[src/rtl/vga_pkg.sv]
// Shared VGA constants and types for the label overlay and its font address generator.
package vga_pkg;

  localparam logic [10:0] TOP_V_START   = 11'd104;
  localparam logic [10:0] TOP_V_END     = 11'd120;
  localparam logic [10:0] BOT_V_START   = 11'd648;
  localparam logic [10:0] BOT_V_END     = 11'd664;
  localparam logic [10:0] COL_V_START   = 11'd128;
  localparam logic [10:0] COL_V_END     = 11'd640;
  localparam logic [10:0] LEFT_H_START  = 11'd236;
  localparam logic [10:0] LEFT_H_END    = 11'd244;
  localparam logic [10:0] RIGHT_H_START = 11'd780;
  localparam logic [10:0] RIGHT_H_END   = 11'd788;
  localparam logic [10:0] BAND_H_START  = 11'd256;
  localparam logic [10:0] BAND_H_END    = 11'd768;
  localparam logic [10:0] GLYPH_OFFSET  = 11'd28;
  localparam logic [10:0] GLYPH_WIDTH   = 11'd8;

  typedef struct packed {
    logic [10:0] hcount;
    logic [10:0] vcount;
    logic        hsync;
    logic        vsync;
    logic        hblnk;
    logic        vblnk;
    logic [11:0] rgb;
  } vga_fields_t;

  typedef enum logic [1:0] {
    REGION_NONE,
    REGION_BAND,
    REGION_LEFT,
    REGION_RIGHT
  } region_t;

  function automatic logic in_range(input logic [10:0] value, input logic [10:0] lo,
                                    input logic [10:0] hi);
    return (value >= lo) && (value <= hi);
  endfunction

endpackage

[src/rtl/vga_if.sv]
// VGA timing plus background colour bundle passed between drawing stages.
interface vga_if;
  logic [10:0] hcount;
  logic [10:0] vcount;
  logic        hsync;
  logic        vsync;
  logic        hblnk;
  logic        vblnk;
  logic [11:0] rgb;

  modport in  (input  hcount, vcount, hsync, vsync, hblnk, vblnk, rgb);
  modport out (output hcount, vcount, hsync, vsync, hblnk, vblnk, rgb);
endinterface

[src/rtl/vga_delay.sv]
// Fixed-depth register pipeline for the packed VGA fields, cleared by synchronous reset.
module vga_delay
  import vga_pkg::*;
#(
  parameter int DEPTH = 1
) (
  input  logic        clk,
  input  logic        rst,
  input  vga_fields_t source,
  output vga_fields_t delayed
);

  vga_fields_t stages [DEPTH];

  always_ff @(posedge clk) begin
    if (rst) begin
      for (int i = 0; i < DEPTH; i++) stages[i] <= '0;
    end else begin
      stages[0] <= source;
      for (int i = 1; i < DEPTH; i++) stages[i] <= stages[i-1];
    end
  end

  assign delayed = stages[DEPTH-1];

endmodule

[src/rtl/draw_letters.sv]
// Overlays font glyph pixels on the VGA stream inside the label bands and columns.
module draw_letters
  import vga_pkg::*;
#(
  parameter int          ROM_LATENCY  = 1,
  parameter logic [11:0] LETTER_COLOR = 12'hFFF
) (
  input  logic       clk,
  input  logic       rst,
  input  logic [7:0] char_pixels,
  vga_if.in          vga_in,
  vga_if.out         vga_out
);

  vga_fields_t source;
  vga_fields_t aligned;
  region_t     region;
  logic [10:0] column;
  logic [10:0] hmod;
  logic        column_valid;
  logic        pixel_on;

  assign source = '{hcount: vga_in.hcount, vcount: vga_in.vcount, hsync: vga_in.hsync,
                    vsync: vga_in.vsync, hblnk: vga_in.hblnk, vblnk: vga_in.vblnk,
                    rgb: vga_in.rgb};

  // Delay the fields so they line up with the ROM row fetched for them.
  vga_delay #(.DEPTH(ROM_LATENCY)) u_delay (
    .clk     (clk),
    .rst     (rst),
    .source  (source),
    .delayed (aligned)
  );

  assign hmod = {5'd0, aligned.hcount[5:0]};

  always_comb begin
    region       = REGION_NONE;
    column       = '0;
    column_valid = 1'b0;
    pixel_on     = 1'b0;

    if (in_range(aligned.hcount, BAND_H_START, BAND_H_END) &&
        (in_range(aligned.vcount, TOP_V_START, TOP_V_END) ||
         in_range(aligned.vcount, BOT_V_START, BOT_V_END))) begin
      region = REGION_BAND;
    end else if (in_range(aligned.vcount, COL_V_START, COL_V_END)) begin
      if (in_range(aligned.hcount, LEFT_H_START, LEFT_H_END))
        region = REGION_LEFT;
      else if (in_range(aligned.hcount, RIGHT_H_START, RIGHT_H_END))
        region = REGION_RIGHT;
    end

    // Each subtraction only happens once its operand is known to be in range.
    case (region)
      REGION_BAND: begin
        if (in_range(hmod, GLYPH_OFFSET, GLYPH_OFFSET + GLYPH_WIDTH - 11'd1)) begin
          column       = hmod - GLYPH_OFFSET;
          column_valid = 1'b1;
        end
      end
      REGION_LEFT: begin
        column       = aligned.hcount - LEFT_H_START;
        column_valid = column < GLYPH_WIDTH;
      end
      REGION_RIGHT: begin
        column       = aligned.hcount - RIGHT_H_START;
        column_valid = column < GLYPH_WIDTH;
      end
      default: ;
    endcase

    pixel_on = column_valid && char_pixels[3'd7 - column[2:0]] &&
               !aligned.hblnk && !aligned.vblnk;
  end

  always_ff @(posedge clk) begin
    if (rst) begin
      vga_out.hcount <= '0;
      vga_out.vcount <= '0;
      vga_out.hsync  <= 1'b0;
      vga_out.vsync  <= 1'b0;
      vga_out.hblnk  <= 1'b0;
      vga_out.vblnk  <= 1'b0;
      vga_out.rgb    <= '0;
    end else begin
      vga_out.hcount <= aligned.hcount;
      vga_out.vcount <= aligned.vcount;
      vga_out.hsync  <= aligned.hsync;
      vga_out.vsync  <= aligned.vsync;
      vga_out.hblnk  <= aligned.hblnk;
      vga_out.vblnk  <= aligned.vblnk;
      vga_out.rgb    <= pixel_on ? LETTER_COLOR : aligned.rgb;
    end
  end

endmodule
[src/flat_wrapper.sv]
// flat-port wrapper written by rule: the top's interface ports become plain ports
module draw_letters_flat import vga_pkg::*;
#(
  parameter int          ROM_LATENCY  = 1,
  parameter logic [11:0] LETTER_COLOR = 12'hFFF
)
  (clk, rst, char_pixels, vga_in_hcount, vga_in_vcount, vga_in_hsync, vga_in_vsync, vga_in_hblnk, vga_in_vblnk, vga_in_rgb, vga_out_hcount, vga_out_vcount, vga_out_hsync, vga_out_vsync, vga_out_hblnk, vga_out_vblnk, vga_out_rgb);
  vga_if vga_in_i ();
  vga_if vga_out_i ();
  input  logic clk;
  input  logic rst;
  input  logic [7:0] char_pixels;
  input wire logic [$bits(vga_in_i.hcount)-1:0] vga_in_hcount;
  input wire logic [$bits(vga_in_i.vcount)-1:0] vga_in_vcount;
  input wire logic [$bits(vga_in_i.hsync)-1:0] vga_in_hsync;
  input wire logic [$bits(vga_in_i.vsync)-1:0] vga_in_vsync;
  input wire logic [$bits(vga_in_i.hblnk)-1:0] vga_in_hblnk;
  input wire logic [$bits(vga_in_i.vblnk)-1:0] vga_in_vblnk;
  input wire logic [$bits(vga_in_i.rgb)-1:0] vga_in_rgb;
  output wire logic [$bits(vga_out_i.hcount)-1:0] vga_out_hcount;
  output wire logic [$bits(vga_out_i.vcount)-1:0] vga_out_vcount;
  output wire logic [$bits(vga_out_i.hsync)-1:0] vga_out_hsync;
  output wire logic [$bits(vga_out_i.vsync)-1:0] vga_out_vsync;
  output wire logic [$bits(vga_out_i.hblnk)-1:0] vga_out_hblnk;
  output wire logic [$bits(vga_out_i.vblnk)-1:0] vga_out_vblnk;
  output wire logic [$bits(vga_out_i.rgb)-1:0] vga_out_rgb;
  assign vga_in_i.hcount = vga_in_hcount;
  assign vga_in_i.vcount = vga_in_vcount;
  assign vga_in_i.hsync = vga_in_hsync;
  assign vga_in_i.vsync = vga_in_vsync;
  assign vga_in_i.hblnk = vga_in_hblnk;
  assign vga_in_i.vblnk = vga_in_vblnk;
  assign vga_in_i.rgb = vga_in_rgb;
  assign vga_out_hcount = vga_out_i.hcount;
  assign vga_out_vcount = vga_out_i.vcount;
  assign vga_out_hsync = vga_out_i.hsync;
  assign vga_out_vsync = vga_out_i.vsync;
  assign vga_out_hblnk = vga_out_i.hblnk;
  assign vga_out_vblnk = vga_out_i.vblnk;
  assign vga_out_rgb = vga_out_i.rgb;
  draw_letters #(.ROM_LATENCY(ROM_LATENCY), .LETTER_COLOR(LETTER_COLOR)) u_core (.clk(clk), .rst(rst), .char_pixels(char_pixels), .vga_in(vga_in_i), .vga_out(vga_out_i));
endmodule
[config.mk]
export PLATFORM = sky130hd
export DESIGN_NAME = draw_letters_flat
export DESIGN_NICKNAME = d
export VERILOG_FILES = /design/src/rtl/vga_pkg.sv /design/src/rtl/vga_if.sv /design/src/rtl/vga_delay.sv /design/src/rtl/draw_letters.sv /design/src/flat_wrapper.sv
export SDC_FILE = /design/constraint.sdc
export NUM_CORES = 1
export LEC_CHECK = 0
export ABC_AREA = 1
export CAP_MARGIN = 20
export CORE_MARGIN = 3
export CORE_UTILIZATION = 30
export DETAILED_ROUTE_END_ITERATION = 10
export DONT_BUFFER_PORTS = 1
export PLACE_DENSITY = 0.5
export SLEW_MARGIN = 10
export SYNTH_ARGS = -nofsm -noshare
export SYNTH_HDL_FRONTEND = slang
export SYNTH_HIERARCHICAL = 1
export SYNTH_SLANG_ARGS = --single-unit
[constraint.sdc]
create_clock -name clk -period 2.67 [get_ports clk]
set_input_delay 0.534 -clock clk [delete_from_list [all_inputs] [get_ports clk]]
set_output_delay 0.534 -clock clk [all_outputs]
set_load 0.005 [all_outputs]
==> results.json <==
{
  "outcome": "finished, final reports clean",
  "ys_seq_elements": 76,
  "yosysWarningCount": 6,
  "die_y_um": 105,
  "fp.dieW_um": 105,
  "worst_slack_ns": 0.346,
  "pwr_density_cell_nw_per_um2": 676,
  "drt_iter0_markers": 104,
  "num_vias": 2172,
  "crit_fanout": 12,
  "grt_pass1_wl_mm": 10.1,
  "htreeDepth": 3,
  "hp-class": "in2reg",
  "antenna_found_initial": 0,
  "start_util": 0.314,
  "drive_gt1_frac": 0.118,
  "fin_skew_ns": 0.00960,
  "synth_area_per_cell_um2": 7.64,
  "vdd_drop_max_v": 0.000198,
  "fillers": 1068,
  "p_leak_uw": 0.00154,
  "syn_area_um2": 2940,
  "cts.sinks": 76,
  "critPathKind": "reg2reg",
  "timing.slew.headroom": 0.810,
  "rows": 35,
  "io_buffers": 0,
  "io_pins": 86,
  "worstSkewPairLatency_ns": 0.35,
  "drc": 0,
  "cp.arrival_ns": 2.60,
  "cap_viol_max_count": 0,
  "drv_slew": 0,
  "yosys.cell_types.count": 26,
  "clkTransAtPathRegs_ns": 0.09,
  "cts-root-buf": "clkbuf_8",
  "die-area_um2": 11000,
  "cp-end-kind": "flop",
  "worstPathRequired_ns": 2.95,
  "numCtsBuffers": 9,
  "synth_seq_area_share": 0.517,
  "synthCells": 385,
  "grtUsageTotal": 0.115,
  "cts_tree": "built",
  "post-cts-setup-buffers": 0,
  "fin_crit_ns": 2.32,
  "power_uw": 2180,
  "n_antenna_cell": 0,
  "wl_per_cell_um": 11.8,
  "finalHoldViolCount": 0,
  "cp-start-kind": "flop",
  "grt_max_degree": 77,
  "post_cts_resized": 0,
  "finalSetupViolCount": 0,
  "fp.coreArea_um2": 9370,
  "worst_pin_slew_ns": 0.283,
  "rsz0062_at_grt": "no",
  "cts_buffer_depth": 2,
  "grt_pass1_vias": 2115,
  "areaGrowthSynthToFinish_pct": 9.61,
  "drt_first_pass_iters": 4,
  "ant_nets": 0,
  "viasPerCell": 4.18,
  "syn_nets": 436,
  "pre_cts_slack_ns": 0.132,
  "grt_remaining_overflow": 0,
  "hpwl_mm": 4.56,
  "nNetsFinal": 437,
  "routed_wl_mm": 6.11,
  "routabilityCongestion": 0.835,
  "holdBufCountCts": 0,
  "setup_tns_ns": 0,
  "final_util": 0.344,
  "fmax_mhz": 430,
  "fin_crit_sh": 0.871
}
through the flow:
stage / cell area (um2) / cells / hold WS, ns
3_5_place_dp: 3030 / 504 / 0.399
6_report: 3220 / 520 / 0.234
3_3_place_gp: 3030 / 504 / 0.395
4_1_cts: 3220 / 520 / 0.216
2_1_floorplan: 2940 / 385 / 0.388
5_1_grt: 3220 / 520 / 0.205
power by group:
part	internal (uW)	switching, uW	leakage (uW)
clock network	352	458	0.0000921
logic	54.9	96.1	0.000821
registers	1190	33.0	0.000629
total	1590	587	0.00154
cells in the mapped netlist:
cell / number / area, um2
a21oi_1: 5 / 25.0
a21oi_2: 11 / 96.3
buf_2: 2 / 10.0
buf_6: 4 / 45.0
clkbuf_1: 4 / 15.0
dfxtp_1: 76 / 1520
ha_1: 3 / 37.5
inv_1: 83 / 312
inv_2: 4 / 15.0
nand2_1: 46 / 173
nand2_2: 6 / 37.5
nand2_4: 3 / 33.8
nand3_1: 19 / 95.1
nand3_2: 2 / 20.0
nand3b_1: 1 / 7.51
nand4_1: 1 / 6.26
nand4_2: 1 / 12.5
nor2_1: 90 / 338
nor2_2: 1 / 6.26
nor3_1: 4 / 20.0
o211ai_1: 1 / 7.51
o21ai_0: 9 / 45.0
o21ai_1: 4 / 20.0
o21ai_2: 1 / 8.76
o31ai_1: 1 / 7.51
xor2_1: 3 / 26.3
per-layer routing:
metal / share of wire / global-route usage
met5: 0 / 0
met3: 0.062 / 0.0340
met4: 0.024 / 0.0609
met2: 0.47 / 0.184
met1: 0.45 / 0.139
placed cells by master (no fill, tap or decap), types with 4 or more instances in the layout:
master,n
a21oi_1,5
a21oi_2,11
clkbuf_8,9
dfxtp_1,75
inv_1,83
inv_2,4
nand2_1,46
nand2_2,6
nand3_1,19
nor2_1,90
nor3_1,4
o21ai_0,9
o21ai_1,4
cells by family after synthesis:
group	count (synthesis)	synth area share
AO/OA/AOI/OAI	32	0.0715
XOR/XNOR	3	0.00893
adder cells (fa/ha/maj)	3	0.0128
buffers and inverters	97	0.135
flip-flops	76	0.517
AND/OR/NAND/NOR	174	0.255
critical path: stages (launching register included):
cell     delay, ns
dfxtp_1       0.44
inv_1         0.11
ha_1          0.28
nor2_1        0.10
nand2_1       0.10
nor2_1        0.11
nand2_1       0.05
nor3_1        0.14
nand3_1       0.13
nand2_1       0.11
nand3_2       0.06
a21oi_2       0.19
nand3_4       0.22
a21oi_1       0.19
final cells by class:
type,instances,area [um2],area share
clock buffer,9,124,0.0384
clock inverter,7,58.8,0.0182
inverter,87,327,0.101
multi-input combinational,212,1030,0.320
sequential,76,1520,0.472
tap,129,161,0.0501
sequential cells by signal, summed over array words and instances (netlist names):
| signal | count |
|---|---|
| u_core/u_delay/stages | 38 |
| u_core/vga_out.rgb | 12 |
| u_core/vga_out.hcount | 11 |
| u_core/vga_out.vcount | 11 |
| u_core/vga_out.hblnk | 1 |
| u_core/vga_out.hsync | 1 |
| u_core/vga_out.vblnk | 1 |
| u_core/vga_out.vsync | 1 |
worst paths after layout:
kind | from | end | slack, ns | cells past startpoint
hold / removal | rst | u_core/vga_out.rgb[4]$_SDFF_PP0_ | 0.23 | 1
setup reg to reg | u_core/u_delay/stages[0][30]$_SDFF_PP0_ | u_core/vga_out.rgb[6]$_SDFF_PP0_ | 0.35 | 13
setup / recovery | u_core/u_delay/stages[0][30]$_SDFF_PP0_ | u_core/vga_out.rgb[6]$_SDFF_PP0_ | 0.35 | 13
hold reg to reg | u_core/u_delay/stages[0][14]$_SDFF_PP0_ | u_core/vga_out.vsync$_SDFF_PP0_ | 0.40 | 2
(Power assumes the default switching activity.)
